$ cat src/rtl/display_scanner_1k.sv
// Multiplexed 4-digit 7-segment scanner: advances one digit per clk_k rising edge, with frame snapshot and per-digit blink.
// Latency: outputs registered, update on the clk edge where the clk_k rising edge is first seen; no backpressure (free-running scan).
module display_scanner_1k #(
    parameter int unsigned BLINK_HALF = 500
) (
    input  logic        clk,
    input  logic        reset,
    input  logic        clk_k,
    input  logic [15:0] bcd,
    input  logic [3:0]  dp_in,
    input  logic [3:0]  blink_mask,
    output logic [3:0]  an,
    output logic [6:0]  seg,
    output logic        dp
);

    localparam int CW = 10;
    localparam logic [CW-1:0] CNT_LAST = CW'(BLINK_HALF - 1);

    logic          clk_k_q;
    logic          tick;
    logic [1:0]    idx_q, idx_d;
    logic [15:0]   bcd_snap_q, bcd_snap_d;
    logic [3:0]    dp_snap_q, dp_snap_d;
    logic [3:0]    mask_snap_q, mask_snap_d;
    logic [CW-1:0] cnt_q, cnt_d;
    logic          phase_q, phase_d;
    logic [3:0]    an_q, an_d;
    logic [6:0]    seg_q, seg_d;
    logic          dp_q, dp_d;
    logic [3:0]    nibble;
    logic          blank;

    function automatic logic [6:0] seg_decode(input logic [3:0] v);
        logic [6:0] s;
        case (v)
            4'd0:    s = 7'b1000000;
            4'd1:    s = 7'b1111001;
            4'd2:    s = 7'b0100100;
            4'd3:    s = 7'b0110000;
            4'd4:    s = 7'b0011001;
            4'd5:    s = 7'b0010010;
            4'd6:    s = 7'b0000010;
            4'd7:    s = 7'b1111000;
            4'd8:    s = 7'b0000000;
            4'd9:    s = 7'b0010000;
            default: s = 7'b0111111;
        endcase
        return s;
    endfunction

    assign tick = clk_k & ~clk_k_q;

    always_comb begin
        idx_d       = idx_q;
        bcd_snap_d  = bcd_snap_q;
        dp_snap_d   = dp_snap_q;
        mask_snap_d = mask_snap_q;
        cnt_d       = cnt_q;
        phase_d     = phase_q;
        an_d        = an_q;
        seg_d       = seg_q;
        dp_d        = dp_q;
        nibble      = 4'd0;
        blank       = 1'b0;
        if (tick) begin
            idx_d = idx_q + 2'd1;
            // Wrapping into digit 0 captures a new frame; digit 0 is drawn from it on this same edge.
            if (idx_q == 2'd3) begin
                bcd_snap_d  = bcd;
                dp_snap_d   = dp_in;
                mask_snap_d = blink_mask;
            end
            if (cnt_q == CNT_LAST) begin
                cnt_d   = '0;
                phase_d = ~phase_q;
            end else begin
                cnt_d = cnt_q + 1'b1;
            end
            case (idx_d)
                2'd0:    nibble = bcd_snap_d[3:0];
                2'd1:    nibble = bcd_snap_d[7:4];
                2'd2:    nibble = bcd_snap_d[11:8];
                default: nibble = bcd_snap_d[15:12];
            endcase
            blank = phase_d & mask_snap_d[idx_d];
            if (blank) begin
                an_d  = 4'b1111;
                seg_d = 7'b1111111;
                dp_d  = 1'b1;
            end else begin
                an_d  = ~(4'b0001 << idx_d);
                seg_d = seg_decode(nibble);
                dp_d  = ~dp_snap_d[idx_d];
            end
        end
    end

    always_ff @(posedge clk or negedge reset) begin
        if (!reset) begin
            clk_k_q     <= 1'b0;
            idx_q       <= 2'd3;
            bcd_snap_q  <= '0;
            dp_snap_q   <= '0;
            mask_snap_q <= '0;
            cnt_q       <= '0;
            phase_q     <= 1'b0;
            an_q        <= 4'b1111;
            seg_q       <= 7'b1111111;
            dp_q        <= 1'b1;
        end else begin
            clk_k_q     <= clk_k;
            idx_q       <= idx_d;
            bcd_snap_q  <= bcd_snap_d;
            dp_snap_q   <= dp_snap_d;
            mask_snap_q <= mask_snap_d;
            cnt_q       <= cnt_d;
            phase_q     <= phase_d;
            an_q        <= an_d;
            seg_q       <= seg_d;
            dp_q        <= dp_d;
        end
    end

    assign an  = an_q;
    assign seg = seg_q;
    assign dp  = dp_q;

endmodule

$ cat config.mk
export PLATFORM = sky130hd
export DESIGN_NAME = display_scanner_1k
export DESIGN_NICKNAME = d
export VERILOG_FILES = /design/src/rtl/display_scanner_1k.sv
export SDC_FILE = /design/constraint.sdc
export NUM_CORES = 1
export LEC_CHECK = 0
export ABC_AREA = 1
export BUFFER_PORTS_ARGS = -buffer_cell sky130_fd_sc_hd__clkbuf_2
export CORE_MARGIN = 2
export CORE_UTILIZATION = 50
export DETAILED_ROUTE_END_ITERATION = 7
export HOLD_SLACK_MARGIN = 0.15
export PLACE_DENSITY_LB_ADDON = 0.3
export SETUP_SLACK_MARGIN = 0.15
export SLEW_MARGIN = 0
export SYNTH_ARGS = -nofsm -noshare
export SYNTH_HDL_FRONTEND = slang
export SYNTH_SLANG_ARGS = --single-unit
$ cat constraint.sdc
create_clock -name clk -period 2.7 [get_ports clk]
set_input_delay 0.54 -clock clk [delete_from_list [all_inputs] [get_ports clk]]
set_output_delay 0.54 -clock clk [all_outputs]
set_load 0.01 [all_outputs]
-- After elaboration in Yosys (flattened, before gate mapping)
Memories as Yosys holds them, arrays and structs flattened.
Index checks and enable logic that the tools add are counted.
- bits in registers: 50
- bits in read-only memories: 112
- bits of input ports: 27
- output and inout bits: 12
- logic and storage cells: 43
- memories: 1
- memories (name ; depth ; bits a word ; rd ports ; clocked after Yosys merged registers in ; write ports ; line ; source):
    (no name shown) ; 16 ; 7 ; 1 ; 0 ; 0 ; 36 ; case (v)
- add/subtract/negate cells: 2
- magnitude comparators: 1
- equal/unequal tests: 4
- shift operators: 1
- muxes and demuxes: 17
- bitwise logic cells: 6
- reduce and logical (&&, ||, !) cells: 1
- operator list (operator ; count):
    4-bit two-way mux ; 6
    16-bit two-way mux ; 1
    4-bit case mux with 3 select lines ; 1
    10-bit by 1-bit adder with 10-bit output (second input constant) ; 1
    10-bit by 9-bit == test with 1-bit output (second input constant) ; 1
    10-bit two-way mux ; 1
    7-bit two-way mux ; 1
    1-bit two-way mux ; 5
    1-bit binary-select mux with 2-bit select ; 2
    2-bit == test (second input constant) ; 2
    4-bit inverter ; 1
    1-bit by 2-bit left shift with 4-bit output (first input constant) ; 1
    2-bit by 3-bit < comparator with 1-bit output (second input constant) ; 1
    1-bit inverter ; 3
    2-bit by 1-bit adder with 2-bit output (second input constant) ; 1
    1-bit AND ; 2
    2-bit by 1-bit == test with 1-bit output (second input constant) ; 1
    2-bit logical NOT ; 1

-- Depth between registers and ports, before layout
- depth in word-level cells: 7
- depth in mapped cells: 15

-- Least setup slack after synthesis
No wires, ideal clock.
- path kind: register -> register
- start: register idx_q[0]
- end: register seg_q[1] (netlist: seg[1])
- library setup time: 0.072 ns
- data arrival time: 2.197 ns
- setup slack: 0.431 ns
- stages on the path, launching flop included: 16
- buffers on the path: 1
- clock period less this slack: 2.269 ns
- cells stage by stage: dfstp_2 -> ha_1 -> buf_2 -> nand2_1 -> o21ai_1 -> nand2_1 -> nand2_1 -> nor2_1 -> nor2_1 -> inv_1 -> ha_1 -> inv_1 -> nor2_1 -> nand3b_1 -> nand2_1 -> inv_1
- word-level cells in the longest chain between the ends: 7
- elaborated cells on any way between the ends: 15
- classes of those cells: 1 x add/sub; 3 x eq/ne; 8 x mux; 1 x bitwise; 1 x reduce/logical; 1 x memory
- ends and longest elaborated chain (item ; line ; source):
    start: declaration ; 22 ; logic [1:0] idx_q, idx_d;
    start signal: assignment ; 113 ; idx_q <= idx_d;
    parallel branches: the longest is 6 deep, another holds memory read 16 x 7 bit ; -- ;
    7-bit two-way mux * ; 87 ; if (blank) begin
    end signal: assignment ; 120 ; seg_q <= seg_d;
    end: declaration ; 29 ; logic [6:0] seg_q, seg_d;
Mark *: on every way between the ends. The select of a mux whose other input is x is not followed.
A chain may end at the register's enable or synchronous reset.

-- Final worst setup path
Ends and elaborated chain as after synthesis.

==> flow_summary.json <==
{
  "crit_path_end_kind": "register",
  "most-common-layout-cells": "94 x nand2_1, 53 x inv_1, 45 x nor2_1",
  "syn-instance-count": 373,
  "worstPathMaxFanout": 16,
  "crit_type": "register to register",
  "multiInputGateArea_um2": 1310,
  "gp_congestion": 0.865,
  "postRouteAntennaNets": 0,
  "grt_pass1_wl_mm": 10.2,
  "max-slew-margin-rel_pct": 50.6,
  "wl_per_cell_um": 11.8,
  "clock_skew_ns": 0.00724,
  "io_pins": 39,
  "clkTransAtPathRegs_ns": 0.09,
  "critical_path_required_ns": 2.96,
  "fin_nets": 459,
  "outcome": "complete, no violations",
  "max_stage_delay_ns": 0.61,
  "cts_made_buffers": 5,
  "max-cap-violations": 0,
  "initial_core_util_pct": 51.6,
  "final-setup-viol-count": 0,
  "drive_above_1_share_pct": 19.8,
  "yosysSeqAreaShare_pct": 44.9,
  "diodes": 0,
  "power.density_nw_per_um2": 1190,
  "rsz0062_at_grt": "true",
  "synth_area_um2": 2830,
  "die_h_um": 79.2,
  "dieArea_um2": 6270,
  "cp_top_family": "flip-flops",
  "syn_nets": 413,
  "fin_crit_sh_pct": 84.3,
  "avgViaCountPerCell": 4.97,
  "htree_num_levels": 2,
  "first_global_vias": 2334,
  "syn2layout_area_growth_pct": 15.9,
  "fill_cells": 527,
  "final_common_cell": "nand2_1",
  "crit_path_cell_trace": "ha_2, buf_4, nand2_1, o21ai_0, nor2_1, nor2_2, inv_1, ha_1, inv_1, nor2_1, nand3b_1, nand2_1, inv_1",
  "synthDistinctLibCells": 28,
  "synthTopCellsByArea": "dfrtp_1 32%, dfstp_2 13%, nand2_1 12%, inv_1 7.2%, nand3_1 6.4%",
  "hold_viol": 0,
  "grt_use_total_pct": 20.5,
  "cpMaxStageDelayCell": "dfstp_2",
  "synth_edf_count": 0,
  "drc_errors": 0,
  "yosys_warnings": 0,
  "drtIter0Drc": 177,
  "clkLatencyLatePin_ns": 0.31,
  "worstHoldPathType": "input pin to async pin",
  "critPathLaunchType": "register",
  "grt_start_max_net_pins": 35,
  "core_um2": 5470,
  "wirelength_mm": 5.78,
  "postSynthAreaPerCell_um2": 7.57,
  "core.rowCount": 27,
  "max_freq_mhz": 439,
  "leakagePower_nw": 1.71,
  "yosysTopAreaCell": "dfrtp_1",
  "tns_ns": 0,
  "period_needed_ns": 2.28,
  "hpwl_mm": 4.34,
  "ir_worst_vdd_mv": 0.477,
  "worstMarginPinSlew_ns": 0.741,
  "critPathArrivalTime_ns": 2.53,
  "synth_top_area_share_pct": 31.9,
  "slew_viol_final": 0,
  "portBuffers": 38,
  "cts.path.max_buffers": 2,
  "whs_ns": 0.202,
  "cts_root_buffer": "clkbuf_8",
  "crit_buf_inv": 4,
  "path_common_cell": "inv_1",
  "die_w_um": 79.2,
  "dr.pass1.iters": 4,
  "vias": 2443,
  "synth-seq-cells": 50,
  "clock-sinks": 50,
  "final-seq-area_um2": 1270,
  "cts_tree": "built",
  "grt_remaining_overflow": 0,
  "antenna_found_initial": 0,
  "async_flop_share_pct": 100,
  "ys.flop_type": "dfrtp_1"
}
through the flow:
step                setup slack (ns)  util, %  instance area (um^2)  power, mW  std cells
detailed placement             0.255     57.0                  3120       3.28        480
CTS                            0.235     59.0                  3230       3.82        488
finish                         0.423     59.9                  3280       3.91        492
floorplan                      0.431        -                  2830       2.81        373
global route                   0.139     59.9                  3280       4.33        492
global placement               0.347     57.0                  3120       3.22        480
flip-flops by register name (all words and copies together), names as in the netlist:
name / count
an: 4
dp: 1
dp_snap_q: 4
clk_k_q: 1
idx_q: 2
seg: 7
phase_q: 1
cnt_q: 10
mask_snap_q: 4
bcd_snap_q: 16
routing by layer:
layer / global-route usage (%) / vias to the layer above / part of all wire [%]
met3: 3.52 / 8 / 3.8
met5: 0 / - / 0
met1: 26.0 / 1127 / 46
met4: 6.72 / 0 / 1.6
met2: 35.5 / 47 / 48
li1: - / 1261 / -
repair_timing:
action	CTS	global route
setup buffers	0	4
hold buffers	0	0
resized for setup	0	5
endpoints found under the setup margin	0	6
hold endpoints to repair	0	0
kinds of logic (layout without fill, tap and decap cells):
kind of cell | count (synthesis) | after routing | share of synthesized area [%]
buffers and inverters | 66 | 113 | 9.30
flip-flops | 50 | 50 | 44.9
XOR/XNOR | 3 | 3 | 0.930
AO/OA/AOI/OAI | 50 | 50 | 10.4
adder cells (fa/ha/maj) | 13 | 13 | 5.76
multiplexers | 4 | 4 | 1.42
AND/OR/NAND/NOR | 187 | 187 | 27.3
Yosys cell counts (all sizes together) (2+ instances only):
cell type	number
dfrtp	36
nor2	46
inv	55
nor3	4
dfstp	14
nand3	36
a21oi	10
mux2i	4
ha	13
nand3b	2
buf	5
o21ai	33
or2	2
nand2	94
xor2	2
a31oi	4
clkbuf	6
nand4	2
o21bai	2
area by class of cell:
cell class / count / share of cell area (%)
multi-input combinational: 257 / 40.0
timing repair buffer: 50 / 8.94
inverter: 55 / 6.30
clock buffer: 5 / 2.10
clock inverter: 3 / 1.22
tap: 72 / 2.75
sequential: 50 / 38.7
report_power, final:
part	switching, mW	internal (mW)
Sequential	0.179	1.15
Clock	0.248	0.273
Combinational	1.25	0.805
path summary, 6_finish.rpt:
check,start,endpoint,slack [ns],cells after the start
setup / recovery,idx_q[0],seg[1],0.42,13
hold / removal,reset,bcd_snap_q[7],0.20,1
setup reg to reg,idx_q[0],seg[1],0.42,13
hold reg to reg,dp_snap_q[3],dp_snap_q[3],0.49,2
max in group asynchronous,reset,an[3],1.79,2
min in group clk,clk_k,clk_k_q,0.35,1
(Power assumes the default switching activity.)
